<file path="src/rtl/cpu_axi_rd_arbiter.sv">
// rtl/cpu_axi_rd_arbiter.sv - two-requester AXI read arbiter, one outstanding read
// Optional ARB_ROUND_ROBIN_EN: round-robin tie-break instead of data-over-inst priority.
module cpu_axi_rd_arbiter #(
  parameter logic [3:0] INST_ID = 4'd0,
  parameter logic [3:0] DATA_ID = 4'd1
) (
  input  logic        clk,
  input  logic        rst,
  input  logic        inst_req,
  input  logic [31:0] inst_addr,
  output logic        inst_addr_ok,
  output logic        inst_data_ok,
  output logic [31:0] inst_rdata,
  input  logic        data_req,
  input  logic [31:0] data_addr,
  output logic        data_addr_ok,
  output logic        data_data_ok,
  output logic [31:0] data_rdata,
  output logic [3:0]  arid,
  output logic [31:0] araddr,
  output logic [7:0]  arlen,
  output logic [2:0]  arsize,
  output logic [1:0]  arburst,
  output logic        arvalid,
  input  logic        arready,
  input  logic [3:0]  rid,
  input  logic [31:0] rdata,
  input  logic        rvalid,
  output logic        rready
);

  typedef enum logic [1:0] {IDLE, AR, R} state_t;

  state_t      state;
  logic [31:0] addr_q;
  logic [3:0]  id_q;
  logic        sel_data;
  logic        grant_any;
  logic        grant_data;
  logic        beat_hit;
`ifdef ARB_ROUND_ROBIN_EN
  logic        last_data;
`endif

  // Grant is combinational so addr_ok lands in the same cycle as req; rst gating
  // keeps addr_ok low while reset is held even though state already reads IDLE.
  always_comb begin
    grant_any = !rst && (state == IDLE) && (inst_req || data_req);
`ifdef ARB_ROUND_ROBIN_EN
    if (inst_req && data_req)
      grant_data = !last_data;
    else
      grant_data = data_req;
`else
    grant_data = data_req;
`endif
  end

  assign beat_hit     = (state == R) && rvalid && (rid == id_q);

  assign data_addr_ok = grant_any && grant_data;
  assign inst_addr_ok = grant_any && !grant_data;
  assign data_data_ok = beat_hit && sel_data;
  assign inst_data_ok = beat_hit && !sel_data;
  assign data_rdata   = data_data_ok ? rdata : 32'd0;
  assign inst_rdata   = inst_data_ok ? rdata : 32'd0;

  assign arvalid = (state == AR);
  assign rready  = (state == R);
  assign araddr  = addr_q;
  assign arid    = id_q;
  assign arlen   = 8'd0;
  assign arsize  = 3'd2;
  assign arburst = 2'b01;

  always_ff @(posedge clk or posedge rst) begin
    if (rst) begin
      state     <= IDLE;
      addr_q    <= 32'd0;
      id_q      <= 4'd0;
      sel_data  <= 1'b0;
`ifdef ARB_ROUND_ROBIN_EN
      last_data <= 1'b0;
`endif
    end else begin
      case (state)
        IDLE: if (grant_any) begin
          addr_q    <= grant_data ? data_addr : inst_addr;
          id_q      <= grant_data ? DATA_ID : INST_ID;
          sel_data  <= grant_data;
`ifdef ARB_ROUND_ROBIN_EN
          last_data <= grant_data;
`endif
          state     <= AR;
        end
        AR:      if (arready) state <= R;
        // Beats with a foreign rid are accepted via rready and simply dropped.
        R:       if (beat_hit) state <= IDLE;
        default: state <= IDLE;
      endcase
    end
  end

endmodule

</file>
<file path="config.mk">
export PLATFORM = sky130hd
export DESIGN_NAME = cpu_axi_rd_arbiter
export DESIGN_NICKNAME = d
export VERILOG_FILES = /design/src/rtl/cpu_axi_rd_arbiter.sv
export SDC_FILE = /design/constraint.sdc
export NUM_CORES = 1
export LEC_CHECK = 0
export ABC_AREA = 1
export CAP_MARGIN = 15
export CORE_ASPECT_RATIO = 0.6
export CORE_UTILIZATION = 31
export DETAILED_ROUTE_END_ITERATION = 7
export PLACE_DENSITY_LB_ADDON = 0.25
export SETUP_SLACK_MARGIN = 0.3
export SLEW_MARGIN = 15
export SYNTH_ARGS = -nofsm -noshare
export SYNTH_HDL_FRONTEND = slang
export SYNTH_SLANG_ARGS = --single-unit
</file>
<file path="constraint.sdc">
create_clock -name clk -period 3.4 [get_ports clk]
set_clock_uncertainty 0.15 [all_clocks]
set_input_delay 0.68 -clock clk [delete_from_list [all_inputs] [get_ports clk]]
set_output_delay 0.68 -clock clk [all_outputs]
set_load 0.1 [all_outputs]
</file>
==> metrics.txt, run 1 <==
critical path class in -> out; pwr dens 673 nW/um^2; Clock Pin Slew Worst Setup and Hold Paths 0.06 ns; crit-path cells clkdlybuf4s50_1 > nand2_1 > nor2_2 > nand4_1 > buf_4 > clkbuf_16 > nor2_2 > buf_12; R2R depth 5; port bufs 208; Routed Antenna Nets 0; Cell Area, Placed 5620 um^2; # fillers 497; nets 707; CP most frequent cell nor2_2; Sw Share 0.616; crit share post-route 0.892; num rows 24; pre-CTS setup slack 0.405 ns; Total Power 3.92 mW; status complete, no violations; I/O Pins 225; hold path cells 2; Ant. Diodes 0; Hold Path Sink araddr[22]; worst hold path startpoint araddr[22]; DRC violations left 0; reg2reg start state[0]; total track usage 0.236; logic gate share of total power 0.674; worst path arrival time 2.20 ns; drt wl/cell 13.9 um; GRT overflow 0; Final Instance Count excl. Fillers 706; initial antenna violation count 0; DP HPWL 7.97 mm; clock power share 0.134; Worst Setup End Kind output port; CP max stage cell clkdlybuf4s50_1; vias in the first global route 3,060; clock sink count 35; Area Overhead vs Synth 136%; Reg2Reg Setup Slack 1.57 ns; P_leak 2.74 nW; register bit total from synthesis 35; Final Wtd Congestion 0.755; utilization after layout 0.779; CTS tree yes; Worst Hold Class reg -> reg; First-pass DRT Iterations 4; Post-Syn Area 2470 um^2; CP top delay family buffers and inverters; Max Buffers Root-to-Sink 2; max cap viols 0; Fin Setup TNS 0 ns; clk_lat worst skew 0.28 ns; cell count after synthesis 401; setup violators final 0; Slew @ Worst Pin 0.597 ns; Sequential Power Share 0.192; First DRT Iteration DRCs 127; first-pass GRT wire length 15.1 mm; die height 71.1 um; Final WS setup 0.367 ns; share of layout cells above drive strength 1 0.322; final instance area 5820 um^2; Starting Density 0.330; internal power 1.50 mW; worst rel slew slack 0.602; Final Hold Fails 0; Max Fclk 0.330 GHz; CP required 2.57 ns; worst path bufs/invs 4; Mean Syn Cell Area 6.15 um^2; terminus of the critical flop-to-flop path araddr[13]; die width 117 um; CTS root buf clkbuf_16; Slew Limit Fails 0; Seq/Total Area, Yosys 0.355; yosys warns 0; CTS Buf Count 5; routed wire length 9.84 mm; net switching power 2.41 mW; largest net degree at the start of global routing 54; critical-path maximum fanout 12; Max VDD drop 675 uV; DR vias 3,074; RSZ-0062 raised after global routing no; Critical Path Source Type input port; Placed Cells 696; H-tree Lvls 2; Via density 4.35; die footprint 8330 um^2; crit path time final 3.03 ns; Synth cell types 17; most frequent cells in the layout nand2_1, clkdlybuf4s50_1, inv_1; crit-path max cell delay 0.50 ns; Hold Slack 0.321 ns; Std-Cell Core Area 7480 um^2
[timing repair]
action	CTS	global route
setup endpoints to repair	0	13
setup buffers	0	1
resized for setup	0	3
hold buffers	0	0
[tightest hold or removal path: stages, from the launching register on]
cell	delay (ns)
dfrtp_1	0.34
nand2_1	0.05
nand2_1	0.04
[synthesized netlist by cell type (all sizes together)]
cell type / number / share of area
inv: 78 / 0.12
clkbuf: 14 / 0.021
dfrtp: 35 / 0.35
buf: 25 / 0.079
conb: 2 / 0.0030
nor2: 70 / 0.11
nor3: 1 / 0.0066
nand3b: 1 / 0.0030
o21bai: 1 / 0.0030
nand2: 105 / 0.16
nand4: 2 / 0.0051
o21ai: 33 / 0.067
nand3: 34 / 0.069
[routing by layer]
| metal | vias up | wire length [um] | track usage |
|---|---|---|---|
| li1 | 1552 | - | - |
| met1 | 1399 | 3720 | 0.252 |
| met2 | 113 | 5320 | 0.458 |
| met3 | 10 | 695 | 0.0720 |
| met4 | 0 | 105 | 0.0408 |
| met5 | - | 0 | 0 |
[power by group through the flow]
| stage | sequential (mW) | combinational [mW] | clock, mW |
|---|---|---|---|
| floorplan | 2.14 | 0.677 | 0 |
| global placement | 0.747 | 2.62 | 0 |
| detailed placement | 0.754 | 2.65 | 0 |
| CTS | 0.754 | 2.65 | 0.532 |
| global route | 0.782 | 2.76 | 0.545 |
| finish | 0.752 | 2.64 | 0.524 |
[registers in the layout, summed over array words and instances (netlist names)]
name,count
sel_data,1
araddr,32
state,2
[logic make-up (layout without fill, tap and decap cells)]
group	count (synthesis)	in the layout	share of synthesized area
DFF	35	35	0.355
and+or+nand+nor	213	213	0.353
other	2	16	0.00304
AOI/OAI and AO/OA	34	34	0.0700
buffers and inverters	117	304	0.219
[worst max-delay path by stage]
stage	start	to	slack (ns)	cells past startpoint
2_1_floorplan	state[0]	data_rdata[10]	0.06	6
3_3_place_gp	rvalid	data_rdata[0]	0.45	7
3_5_place_dp	rid[3]	inst_rdata[0]	0.40	8
4_1_cts	rid[3]	inst_rdata[0]	0.39	8
5_1_grt	rvalid	data_rdata[0]	0.27	8
6_report	rvalid	data_rdata[1]	0.37	8
[cell type report]
type,count,area (um^2),area share
tap,104,130,0.0224
sequential,35,876,0.150
clock buffer,5,125,0.0215
timing repair buffer,218,2780,0.478
clock inverter,3,43.8,0.00752
inverter,78,308,0.0529
multi-input combinational,263,1560,0.267
(Power assumes the default switching activity.)
==> inputs of run 2 (changes only) <==
CORE_UTILIZATION = 34   (was 31)
clock period = 3.7 ns   (was 3.4 ns; I/O delays follow)
==> run 2 against run 1 <==
Net effect: the flow now finishes with violations (DRC); count of clock-buffer cells in the layout increased by 1; wire length increased by 0.29%; sequential power decreased by 8.0%; critical path depth decreased by 1; die area decreased by 8.6%; hold slack got worse by 0.0058 ns; cell count decreased by 2.8%; sequential share of layout area increased by 1.3 points; flip-flop and latch count unchanged; worst setup slack improved by 0.20 ns; via count decreased by 0.52%; non-clock buffer count decreased by 3; largest cell class unchanged; largest power group unchanged.
==> metrics.txt, run 2 (synthesis results as in run 1) <==
Worst Setup End Kind output port; clock sink count 35 (unchanged); Slew @ Worst Pin 1.00 ns (+0.407 ns); H-tree Lvls 2 (unchanged); CTS hold repair buffers 0 (unchanged); CTS Buf Count 5 (unchanged); max cap viols 0 (unchanged); Std-Cell Core Area 6850 um^2 (-8.4%); die footprint 7610 um^2 (-8.6%); Critical Path Source Type input port; Placed Cells 678 (-2.6%); Max Buffers Root-to-Sink 2 (unchanged); Max VDD drop 579 uV (-14%); # fillers 499 (+0.40%); Final Hold Fails 0 (unchanged); crit share post-route 0.846; CP most frequent cell nor2_1; Setup Buffers After CTS 0 (unchanged); nets 704 (-0.42%); DP HPWL 8.07 mm (+1.3%); Starting Density 0.360 (+0.0303); pwr dens 680 nW/um^2 (+1.1%); Via density 4.46 (+2.4%); first-pass GRT wire length 14.7 mm (-2.6%); post-cts resize count 0 (unchanged); I/O Pins 225 (unchanged); DRC violations left 12 (+12); Clock Pin Slew Worst Setup and Hold Paths 0.05 ns (about the same); crit-path cells clkdlybuf4s50_1 > nand2_1 > nor2_1 > nand4_1 > buf_4 > nor2_1 > buf_12; worst rel slew slack 0.329 (-0.273); Routed Antenna Nets 0 (unchanged); Sw Share 0.602 (-0.0148); GRT overflow 0 (unchanged); internal power 1.45 mW (-3.5%); total track usage 0.251 (+0.0148); max reg flops 32 (unchanged); RSZ-0062 raised after global routing no; worst path arrival time 2.24 ns (+0.04 ns); net switching power 2.19 mW (-9.3%); initial antenna violation count 0 (unchanged); Slew Limit Fails 0 (unchanged); DR vias 3,058 (-0.52%); port bufs 208 (unchanged); Sequential Power Share 0.190 (-0.002); share of layout cells above drive strength 1 0.154 (-0.169); vias in the first global route 2,861 (-6.5%); Worst Hold Class reg -> reg; crit-path max cell delay 0.49 ns (about the same); die width 112 um (-4.4%); largest net degree at the start of global routing 65 (+20%); utilization after layout 0.782 (+0.00290); die height 68.0 um (-4.4%); routed wire length 9.87 mm (+0.29%); Hold Slack 0.315 ns (-0.00583 ns); P_leak 2.72 nW (-0.96%); commonest non-fill, non-tap cell in the layout clkdlybuf4s50_1; Total Power 3.64 mW (-7.0%); First DRT Iteration DRCs 125 (-1.6%); clk_lat worst skew 0.27 ns (about the same); CTS tree yes; setup violators final 0 (unchanged); critical path class in -> out; CTS root buf clkbuf_16; crit path time final 3.13 ns; First-pass DRT Iterations 7 (+3); Final Instance Count excl. Fillers 686 (-2.8%); logic gate share of total power 0.677 (+0.003); clock power share 0.133 (about the same); Ant. Diodes 0 (unchanged); most frequent cells in the layout clkdlybuf4s50_1, nand2_1, inv_1; drt wl/cell 14.4 um (+3.2%); num rows 23 (-4.2%); status finished, violations left; CP max stage cell clkdlybuf4s50_1; failing checks DRC; critical-path maximum fanout 23 (+11); Final Wtd Congestion 0.765 (+1.4%); Max Fclk 0.319 GHz; CP required 2.81 ns (+0.24 ns); Area Overhead vs Synth 117%
-- run 2: final cells by class --
cell class	count	area (um^2)	area share
Clock buffer	6	139	0.0259
Sequential cell	35	876	0.164
Timing Repair Buffer	215	2800	0.523
Multi-Input combinational cell	263	1100	0.206
Clock inverter	2	35.0	0.00655
Tap cell	87	109	0.0203
Inverter	78	293	0.0547
-- run 2: metrics by stage --
| stage | setup slack [ns] | setup TNS (ns) | area, um^2 |
|---|---|---|---|
| detailed placement | 0.573 | 0 | 5180 |
| global placement | 0.606 | 0 | 5180 |
| CTS | 0.567 | 0 | 5350 |
| floorplan | -0.158 | -9.16 | 2530 |
| finish | 0.569 | 0 | 5350 |
| global route | 0.465 | 0 | 5350 |
-- run 2: layer usage --
| metal | track usage | up-vias | part of all wire |
|---|---|---|---|
| li1 | - | 1542 | - |
| met1 | 0.286 | 1388 | 0.38 |
| met5 | 0 | - | 0 |
| met3 | 0.0744 | 12 | 0.083 |
| met4 | 0.0600 | 0 | 0.014 |
| met2 | 0.473 | 116 | 0.52 |
-- run 2: worst max-delay path: cells and delay by family --
kind	cells	cell delay [ns]
AND/OR/NAND/NOR	4	0.55
buffers and inverters	3	0.94
-- run 2: path summary, 6_finish.rpt --
| kind | cells past startpoint | to | start | slack [ns] |
|---|---|---|---|---|
| max | 7 | inst_rdata[13] | rvalid | 0.57 |
| min | 2 | araddr[10] | araddr[10] | 0.32 |
| max reg2reg | 5 | araddr[15] | state[0] | 1.88 |
| min reg2reg | 2 | araddr[10] | araddr[10] | 0.32 |
| max in group asynchronous | 3 | araddr[3] | rst | 1.90 |
| min in group asynchronous | 2 | araddr[1] | rst | 0.62 |
-- run 2: power by group through the flow --
| stage | clock network (mW) | logic (mW) | registers [mW] |
|---|---|---|---|
| after global placement | 0 | 2.45 | 0.685 |
| final | 0.484 | 2.47 | 0.692 |
| after detailed placement | 0 | 2.48 | 0.696 |
| after global routing | 0.514 | 2.57 | 0.714 |
| after floorplan | 0 | 0.592 | 1.96 |
| after CTS | 0.494 | 2.48 | 0.695 |
==> inputs of run 3 (changes only) <==
CORE_UTILIZATION = 31   (was 34)
clock period = 3.1 ns   (was 3.7 ns; I/O delays follow)
==> run 3 against run 2 <==
Net effect: the run now ends clean; largest power group unchanged; largest cell class unchanged; highest routed layer unchanged; count of clock-buffer cells in the layout down 1; combinational power increased by 18%; first-iteration DRC count grew 0.80%.
==> metrics.txt, run 3 (synthesis results as in run 1) <==
Starting Density 0.330 (-0.0303); clock sink count 35 (unchanged); # fillers 464 (-7.0%); CTS hold repair buffers 0 (unchanged); Slew @ Worst Pin 0.633 ns (-0.371 ns); Area Overhead vs Synth 145%; most frequent cells in the layout nand2_1, clkdlybuf4s50_1, inv_1; Max Buffers Root-to-Sink 2 (unchanged); critical path class in -> out; Final Instance Count excl. Fillers 715 (+4.2%); Critical Path Source Type input port; worst rel slew slack 0.578 (+0.249); pre-CTS setup slack 0.151 ns (-0.422 ns); share of layout cells above drive strength 1 0.342 (+0.188); status complete, no violations; critical-path maximum fanout 7 (-70%); Final WS setup 0.359 ns (-0.210 ns); DP HPWL 7.79 mm (-3.5%); utilization after layout 0.809 (+0.0271); port bufs 208 (unchanged); worst path arrival time 1.97 ns (-0.27 ns); Slew Limit Fails 0 (unchanged); Clock Pin Slew Worst Setup and Hold Paths 0.05 ns (about the same); Worst Setup End Kind output port; CP Launch Point rid[0]; max cap viols 0 (unchanged); largest net degree at the start of global routing 65 (unchanged); First DRT Iteration DRCs 126 (+0.80%); routed wire length 10.4 mm (+5.5%); worst hold path startpoint araddr[30]; Std-Cell Core Area 7480 um^2 (+9.2%); Routed Antenna Nets 0 (unchanged); setup violators final 0 (unchanged); H-tree Lvls 2 (unchanged); die footprint 8330 um^2 (+9.4%); GRT overflow 0 (unchanged); crit path time final 2.74 ns; num rows 24 (+4.3%); clk_lat worst skew 0.27 ns (about the same); DR vias 3,186 (+4.2%); Hold Slack 0.319 ns (+0.00392 ns); commonest non-fill, non-tap cell in the layout nand2_1; nets 716 (+1.7%); Final Wtd Congestion 0.751 (-1.9%); DRC violations left 0 (-12); RSZ-0062 raised after global routing no; total track usage 0.258 (+0.00766); register area 876 um^2 (unchanged); Max VDD drop 733 uV (+26%); Via density 4.46 (about the same); Fin Setup TNS 0 ns (unchanged); Ant. Diodes 0 (unchanged); first-pass GRT wire length 16.3 mm (+11%); Placed Cells 695 (+2.5%); CTS Buf Count 5 (unchanged); max reg flops 32 (unchanged); vias in the first global route 3,134 (+9.5%); area of the multi-input gates 1590 um^2 (+44%); die height 71.1 um (+4.6%); CTS tree yes; hold path cells 2 (unchanged); crit share post-route 0.884; drt wl/cell 14.6 um (+1.2%); CP required 2.33 ns (-0.48 ns); I/O Pins 225 (unchanged); reg2reg start state[0]; Final Hold Fails 0 (unchanged); initial antenna violation count 0 (unchanged); pwr dens 713 nW/um^2 (+4.7%); die width 117 um (+4.6%); CTS root buf clkbuf_16; P_leak 2.85 nW (+4.7%); R2R depth 4 (-1); Worst Hold Class reg -> reg; First-pass DRT Iterations 4 (-3); Max Fclk 0.365 GHz
## run 3: changes by cell type in the layout (fill, tap and decap cells not counted), sizes merged
cell,before,now
buf,81,122
clkbuf,6,9
clkdlybuf4s15,0,1
clkdlybuf4s50,134,100
clkinv,1,2
clkinvlp,0,4
inv,78,74
## run 3: critical path: stages
cell	delay [ns]
clkdlybuf4s50_1	0.42
inv_1	0.10
nand4_1	0.15
buf_6	0.18
buf_16	0.15
nor2_4	0.14
buf_12	0.20
## run 3: what timing repair did
item | in CTS | in global routing
setup endpoints to repair | 66 | 64
gates resized for setup | 22 | 10
buffers inserted | 6 | 0
cloned | 5 | 1
pin swaps | 10 | 3
## run 3: power by group
part	internal, mW	switching [mW]	total [mW]	leakage (nW)
clock network	0.379	0.185	0.564	0.0838
registers	0.684	0.153	0.837	0.439
logic	0.591	2.32	2.91	2.32
total	1.65	2.65	4.31	2.85
## run 3: per-stage QoR
| stage | instance area [um^2] | power (mW) |
|---|---|---|
| 5_1_grt | 6050 | 4.49 |
| 2_1_floorplan | 3020 | 3.09 |
| 6_report | 6050 | 4.31 |
| 3_5_place_dp | 5620 | 3.74 |
| 4_1_cts | 6020 | 4.32 |
| 3_3_place_gp | 5620 | 3.69 |
## run 3: area by class of cell
type,instances,share of cell area
Clock buffer,5,0.0207
Clock inverter,3,0.00724
Inverter,78,0.0509
Multi-Input combinational cell,263,0.263
Sequential cell,35,0.145
Tap cell,104,0.0215
Timing Repair Buffer,227,0.492
## run 3: routing by layer
metal  vias up  share of wire  track usage
met2       134           0.52        0.475
met4         0          0.035       0.0928
met1      1454           0.37        0.278
met3        26          0.076       0.0797
li1       1572              -            -
met5         -              0            0
## run 3: worst paths after layout
kind / slack [ns] / endpoint
setup / recovery: 0.36 / inst_rdata[16]
hold / removal: 0.32 / araddr[30]
setup reg to reg: 1.53 / araddr[19]
hold reg to reg: 0.32 / araddr[30]
max in group asynchronous: 1.46 / araddr[14]
min in group asynchronous: 0.44 / sel_data
